==> config.mk <==
export PLATFORM = sky130hd
export DESIGN_NAME = command_tx_arbiter
export DESIGN_NICKNAME = d
export VERILOG_FILES = /design/src/rtl/command_tx_arbiter_pkg.sv /design/src/rtl/command_tx_arbiter_rr.sv /design/src/rtl/command_tx_arbiter.sv
export SDC_FILE = /design/constraint.sdc
export NUM_CORES = 1
export LEC_CHECK = 0
export BUFFER_PORTS_ARGS = -buffer_cell sky130_fd_sc_hd__buf_4
export CAP_MARGIN = 25
export CORE_AREA = 2 2 121 123
export CTS_CLUSTER_SIZE = 10
export DETAILED_ROUTE_END_ITERATION = 8
export DIE_AREA = 0 0 123 125
export GPL_TIMING_DRIVEN = 0
export PLACE_DENSITY = 0.8
export SLEW_MARGIN = 10
export SYNTH_ARGS = -nofsm -noshare
export SYNTH_HDL_FRONTEND = slang
export SYNTH_SLANG_ARGS = --single-unit
==> constraint.sdc <==
create_clock -name clk -period 8.1 [get_ports clk]
set_input_delay 0 -clock clk [delete_from_list [all_inputs] [get_ports clk]]
set_output_delay 0 -clock clk [all_outputs]
set_load 0.01 [all_outputs]
==> src/rtl/command_tx_arbiter_pkg.sv <==
// Shared definitions for the command transmitter arbiter: FSM state encoding,
// requester count and default transmit timeout.
package command_tx_arbiter_pkg;

  localparam int          CTA_N_REQ          = 4;
  localparam logic [31:0] CTA_TIMEOUT_CYCLES = 32'd200000;

  typedef enum logic [1:0] {
    ST_IDLE      = 2'd0,
    ST_ISSUE     = 2'd1,
    ST_WAIT_OVER = 2'd2
  } cta_state_e;

  // Convert a requester index into its one-hot pulse vector.
  function automatic logic [3:0] idx_to_onehot(input logic [1:0] idx);
    return 4'b0001 << idx;
  endfunction

endpackage

==> src/rtl/command_tx_arbiter_rr.sv <==
// Round-robin requester selection: the search begins one past the last
// granted requester and wraps modulo 4; the first pending requester wins.
module rr_select_4 (
  input  logic [3:0] req,
  input  logic [1:0] last,
  output logic       hit,
  output logic [1:0] index
);

  // Scan offsets 1..4 from the last grant; offset 4 wraps back to last itself.
  always_comb begin
    hit   = 1'b0;
    index = last;
    for (int k = 1; k <= 4; k++) begin
      if (!hit && req[last + 2'(k)]) begin
        hit   = 1'b1;
        index = last + 2'(k);
      end
    end
  end

endmodule

==> src/rtl/command_tx_arbiter.sv <==
// Arbitrates four command requesters onto a single command transmitter.
// A winner is latched in IDLE, the transmitter gets a one-cycle ready pulse,
// then the arbiter waits for completion or a timeout and reports the outcome
// to the owning requester. Every output comes straight from a register.
module command_tx_arbiter
  import command_tx_arbiter_pkg::*;
#(
  parameter int          N_REQ          = CTA_N_REQ,
  parameter logic [31:0] TIMEOUT_CYCLES = CTA_TIMEOUT_CYCLES
) (
  input  logic                 clk,
  input  logic                 rst_n,
  input  logic [N_REQ-1:0]     req_valid,
  input  logic [8*N_REQ-1:0]   req_cmd,
  input  logic [32*N_REQ-1:0]  req_data,
  output logic [N_REQ-1:0]     req_grant,
  output logic [N_REQ-1:0]     req_done,
  output logic [N_REQ-1:0]     req_err,
  output logic                 command_tx_ready,
  output logic [7:0]           command_tx,
  output logic [31:0]          data_field_tx,
  input  logic                 command_tx_over,
  input  logic                 command_tx_status,
  output logic                 busy,
  output logic [1:0]           last_grant
);

  cta_state_e  r_state, w_state_nxt;
  logic [3:0]  r_grant, w_grant_nxt;
  logic [3:0]  r_done,  w_done_nxt;
  logic [3:0]  r_err,   w_err_nxt;
  logic        r_ready, w_ready_nxt;
  logic [7:0]  r_cmd,   w_cmd_nxt;
  logic [31:0] r_data,  w_data_nxt;
  logic [1:0]  r_last,  w_last_nxt;
  logic [31:0] r_cnt,   w_cnt_nxt;
  logic        r_busy;
  logic        w_hit;
  logic [1:0]  w_idx;

  rr_select_4 u_rr (
    .req   (req_valid),
    .last  (r_last),
    .hit   (w_hit),
    .index (w_idx)
  );

  // Next-state and next-output logic; pulses default low every cycle and
  // the latched command/data/owner hold unless a new grant happens.
  always_comb begin
    w_state_nxt = r_state;
    w_grant_nxt = 4'b0000;
    w_done_nxt  = 4'b0000;
    w_err_nxt   = 4'b0000;
    w_ready_nxt = 1'b0;
    w_cmd_nxt   = r_cmd;
    w_data_nxt  = r_data;
    w_last_nxt  = r_last;
    w_cnt_nxt   = r_cnt;
    case (r_state)
      ST_IDLE: begin
        // A busy transmitter blocks new grants; completion pulses are ignored.
        if (w_hit && !command_tx_status) begin
          w_state_nxt = ST_ISSUE;
          w_grant_nxt = idx_to_onehot(w_idx);
          w_last_nxt  = w_idx;
          for (int i = 0; i < 4; i++) begin
            if (w_idx == 2'(i)) begin
              w_cmd_nxt  = req_cmd[8*i +: 8];
              w_data_nxt = req_data[32*i +: 32];
            end
          end
        end
      end
      ST_ISSUE: begin
        // Ready appears together with WAIT_OVER entry, where the timer starts at 0.
        w_state_nxt = ST_WAIT_OVER;
        w_ready_nxt = 1'b1;
        w_cnt_nxt   = 32'd0;
      end
      ST_WAIT_OVER: begin
        // Completion has priority over a timeout landing in the same cycle.
        if (command_tx_over) begin
          w_state_nxt = ST_IDLE;
          w_done_nxt  = idx_to_onehot(r_last);
          w_cnt_nxt   = 32'd0;
        end else if (r_cnt == TIMEOUT_CYCLES - 32'd1) begin
          w_state_nxt = ST_IDLE;
          w_err_nxt   = idx_to_onehot(r_last);
          w_cnt_nxt   = 32'd0;
        end else begin
          w_cnt_nxt = r_cnt + 32'd1;
        end
      end
      default: begin
        w_state_nxt = ST_IDLE;
        w_cnt_nxt   = 32'd0;
      end
    endcase
  end

  // State and output registers; reset abandons any transaction in flight.
  always_ff @(posedge clk or negedge rst_n) begin
    if (!rst_n) begin
      r_state <= ST_IDLE;
      r_grant <= 4'b0000;
      r_done  <= 4'b0000;
      r_err   <= 4'b0000;
      r_ready <= 1'b0;
      r_cmd   <= 8'd0;
      r_data  <= 32'd0;
      r_last  <= 2'd3;
      r_cnt   <= 32'd0;
      r_busy  <= 1'b0;
    end else begin
      r_state <= w_state_nxt;
      r_grant <= w_grant_nxt;
      r_done  <= w_done_nxt;
      r_err   <= w_err_nxt;
      r_ready <= w_ready_nxt;
      r_cmd   <= w_cmd_nxt;
      r_data  <= w_data_nxt;
      r_last  <= w_last_nxt;
      r_cnt   <= w_cnt_nxt;
      r_busy  <= (w_state_nxt != ST_IDLE);
    end
  end

  assign req_grant        = r_grant;
  assign req_done         = r_done;
  assign req_err          = r_err;
  assign command_tx_ready = r_ready;
  assign command_tx       = r_cmd;
  assign data_field_tx    = r_data;
  assign busy             = r_busy;
  assign last_grant       = r_last;

endmodule

==> impl_metrics.yaml <==
run_status:
  status: "finished clean"
clocking:
  cts_tree: "done"
  clk_path_buf_depth: 2
  cts_sinks: 90
  post_cts_buffers: 0
  insertion_delay_ps: 340
  clock-root-buffer: "clkbuf_16"
  cts-resized-gates: 0
  clk_pin_slew_ps: 70
  cts_buffers: 9
  htree_levels: 3
timing:
  relSlewSlack_pct: 49.38
  finClkSkew_ps: 6.497
  worst_slack_ps: 4437
  slew_violations: 0
  tns_ps: 0
  fin_crit_ps: 3663
  clock.fmax_mhz: 273.0
  worst_pin_slew_ps: 740.2
  fin_crit_sh_pct: 45.22
  rsz0062_at_grt: "false"
  setup_violations: 0
  hold_viol_final: 0
layout:
  final_cell_mix: "230 x buf_4, 106 x nand2_1, 88 x dfrtp_1, 51 x nand3_1, 43 x and2_1"
  drive_gt1_share_pct: 34.09
  num_antenna_cells: 0
  nNetsFinal: 1187
  final_common_cell: "buf_4"
  fillers: 1212
  seqCellArea_um2: 2255
  syn_to_final_growth_pct: 32.68
  multi_input_area_um2: 4184
global_routing:
  top_usage_layer: "met2"
  use_met2_pct: 46.96
  grt_pass1_vias: 7057
  grt_max_degree: 66
  track_usage_pct: 29.23
  overflow: 0
  grt_pass1_wl_mm: 35.92
  gr-usage-met3_pct: 4.881
  grt_antenna_before_repair: 0
  met1_usage_pct: 39.14
power:
  leakagePower_nw: 3.887
  irDropWorstVdd_mv: 0.2252
  powerDensity_nw_per_um2: 431.5
detailed_routing:
  wl_per_cell_um: 19.07
  drc: 0
  wirelength_mm: 22.92
  num_vias: 7394
  avgViaCountPerCell: 6.151
  drt_iter0_markers: 643
  first_pass_iters: 6
  final_antenna_net_count: 0
floorplan:
  die-width_um: 123
  ios: 224
  fp.dieH_um: 125
  num_rows: 44
  coreArea_um2: 14200
  die_area_um2: 15380
  initial_core_util_pct: 48.33
worst_hold_path:
  whs_path_depth: 3
  hp-class: "in2reg"
  hp-start: "req_data[35]"
  min_to: "data_field_tx[3]"
worst_setup_path:
  cp-start-kind: "flip-flop"
  crit_required_ps: 8340
  critPathMaxFanout: 10
  r2r_start: "last_grant[0]"
  crit_path_end_kind: "flip-flop"
  worst_r2r_endpoint: "data_field_tx[8]"
  ff2ff_path_depth: 13
  worstSetupPathType: "reg2reg"
  reg2reg_slack_ps: 4440
  critPathArrivalTime_ps: 3900
placed_design:
  routabilityCongestion: 0.8934
  dp_worst_setup_slack_ps: 4431
  port_buffers: 223
  dp_hpwl_mm: 17.29
synthesis:
  synth_top_area_share_pct: 32.08
  avgSynthCellArea_um2: 8.823
  yosysTopAreaCell: "dfrtp_1"
  ys_types: 60
  synth_edf_count: 0
  synth_area_leaders: "dfrtp_1 32%, a2111oi_2 7.7%, nand2_1 5.8%"
  yosysWarnings: 0
  ys_seq_area_share_pct: 32.85
  syn-num-nets: 951
  syn_area_um2: 6864
  async_flop_share_pct: 100.0
  ys_ff_latch: 90
  syn-instance-count: 778
  dominantRegCellSynth: "dfrtp_1"
run:
  drv_cap: 0
-- cell usage after synthesis (all sizes together) (2+ instances only) --
cell       n
o211ai     2
or2        2
xor2      14
and4       5
nor3       7
nand2    106
xnor2      7
clkbuf    36
o21ai     19
and3       6
a2111oi   40
ha         5
inv        8
a21oi     41
nor2      38
a22oi     40
mux4       2
buf       38
nand4      9
nand2b     5
or3        2
dfstp      2
nor2b      3
o22ai      2
and2      50
a211oi    42
a31oi      4
dfrtp     88
nand3     51
o31ai     43
nor4       7
o2bb2ai   41
-- flip-flops by register name, summed over array words and instances (netlist names) --
name,cells
data_field_tx,32
r_cnt,32
command_tx,8
req_done,4
req_err,4
req_grant,4
last_grant,2
r_state,2
busy,1
command_tx_ready,1
-- worst max-delay path, stage by stage (launching register included) --
cell      delay, ps
dfstp_2         630
buf_4           230
inv_2            90
ha_1            300
buf_2           180
inv_1           120
clkbuf_1        510
nand2_1         100
a21oi_1         200
a31oi_2          60
nand2_1         280
clkbuf_1        480
a211oi_1        140
o31ai_1         240
-- metrics by stage --
stage | util (%) | area (um2) | cells | hold slack, ps | power (mW)
2_1_floorplan | - | 6864 | 778 | -295.6 | 2.640
3_3_place_gp | 61.73 | 8768 | 1185 | 307.8 | 3.438
3_5_place_dp | 61.93 | 8796 | 1186 | -37.17 | 3.476
4_1_cts | 64.12 | 9107 | 1202 | 0.7334 | 3.914
5_1_grt | 64.12 | 9107 | 1202 | 6.604 | 4.205
6_report | 64.12 | 9107 | 1202 | 8.739 | 3.930
-- metal layers --
metal / up-vias / part of all wire [%]
met5: - / 0
met4: 0 / 3.4
met2: 360 / 47
met1: 3558 / 42
li1: 3422 / -
met3: 54 / 7.4
-- how the worst max path moves through the flow --
stage	to	from	slack (ps)	depth (start not counted)
floorplan	command_tx[1]	last_grant[0]	5240	12
global placement	data_field_tx[10]	last_grant[0]	4430	13
detailed placement	data_field_tx[5]	last_grant[0]	4430	13
CTS	data_field_tx[30]	last_grant[0]	4420	13
global route	data_field_tx[10]	last_grant[0]	4170	13
finish	data_field_tx[8]	last_grant[0]	4440	13
-- layout make-up --
class | instances | share of cell area [%]
Multi-Input combinational cell | 606 | 45.94
Sequential cell | 90 | 24.76
Timing Repair Buffer | 225 | 18.79
Buffer | 74 | 4.341
Clock buffer | 10 | 2.624
Tap cell | 184 | 2.528
Clock inverter | 5 | 0.6869
Inverter | 8 | 0.3297
-- logic make-up after synthesis --
group,share of synthesized area [%]
AOI/OAI and AO/OA,35.16
adders and majority gates,0.9114
buffers and inverters,6.198
xor gates and xnor gates,2.680
DFF,32.85
muxes,0.8202
and+or+nand+nor,21.38
-- where the power goes --
| part | internal [mW] | switching (mW) |
|---|---|---|
| clock | 0.248 | 0.185 |
| sequential | 0.587 | 0.0876 |
| combinational | 1.11 | 1.71 |
-- repair_timing --
item | CTS | global route
endpoints found under the hold margin | 25 | 0
endpoints found under the setup margin | 0 | 0
hold buffers | 1 | 0
Note: power is estimated with default switching activity, not from simulation.
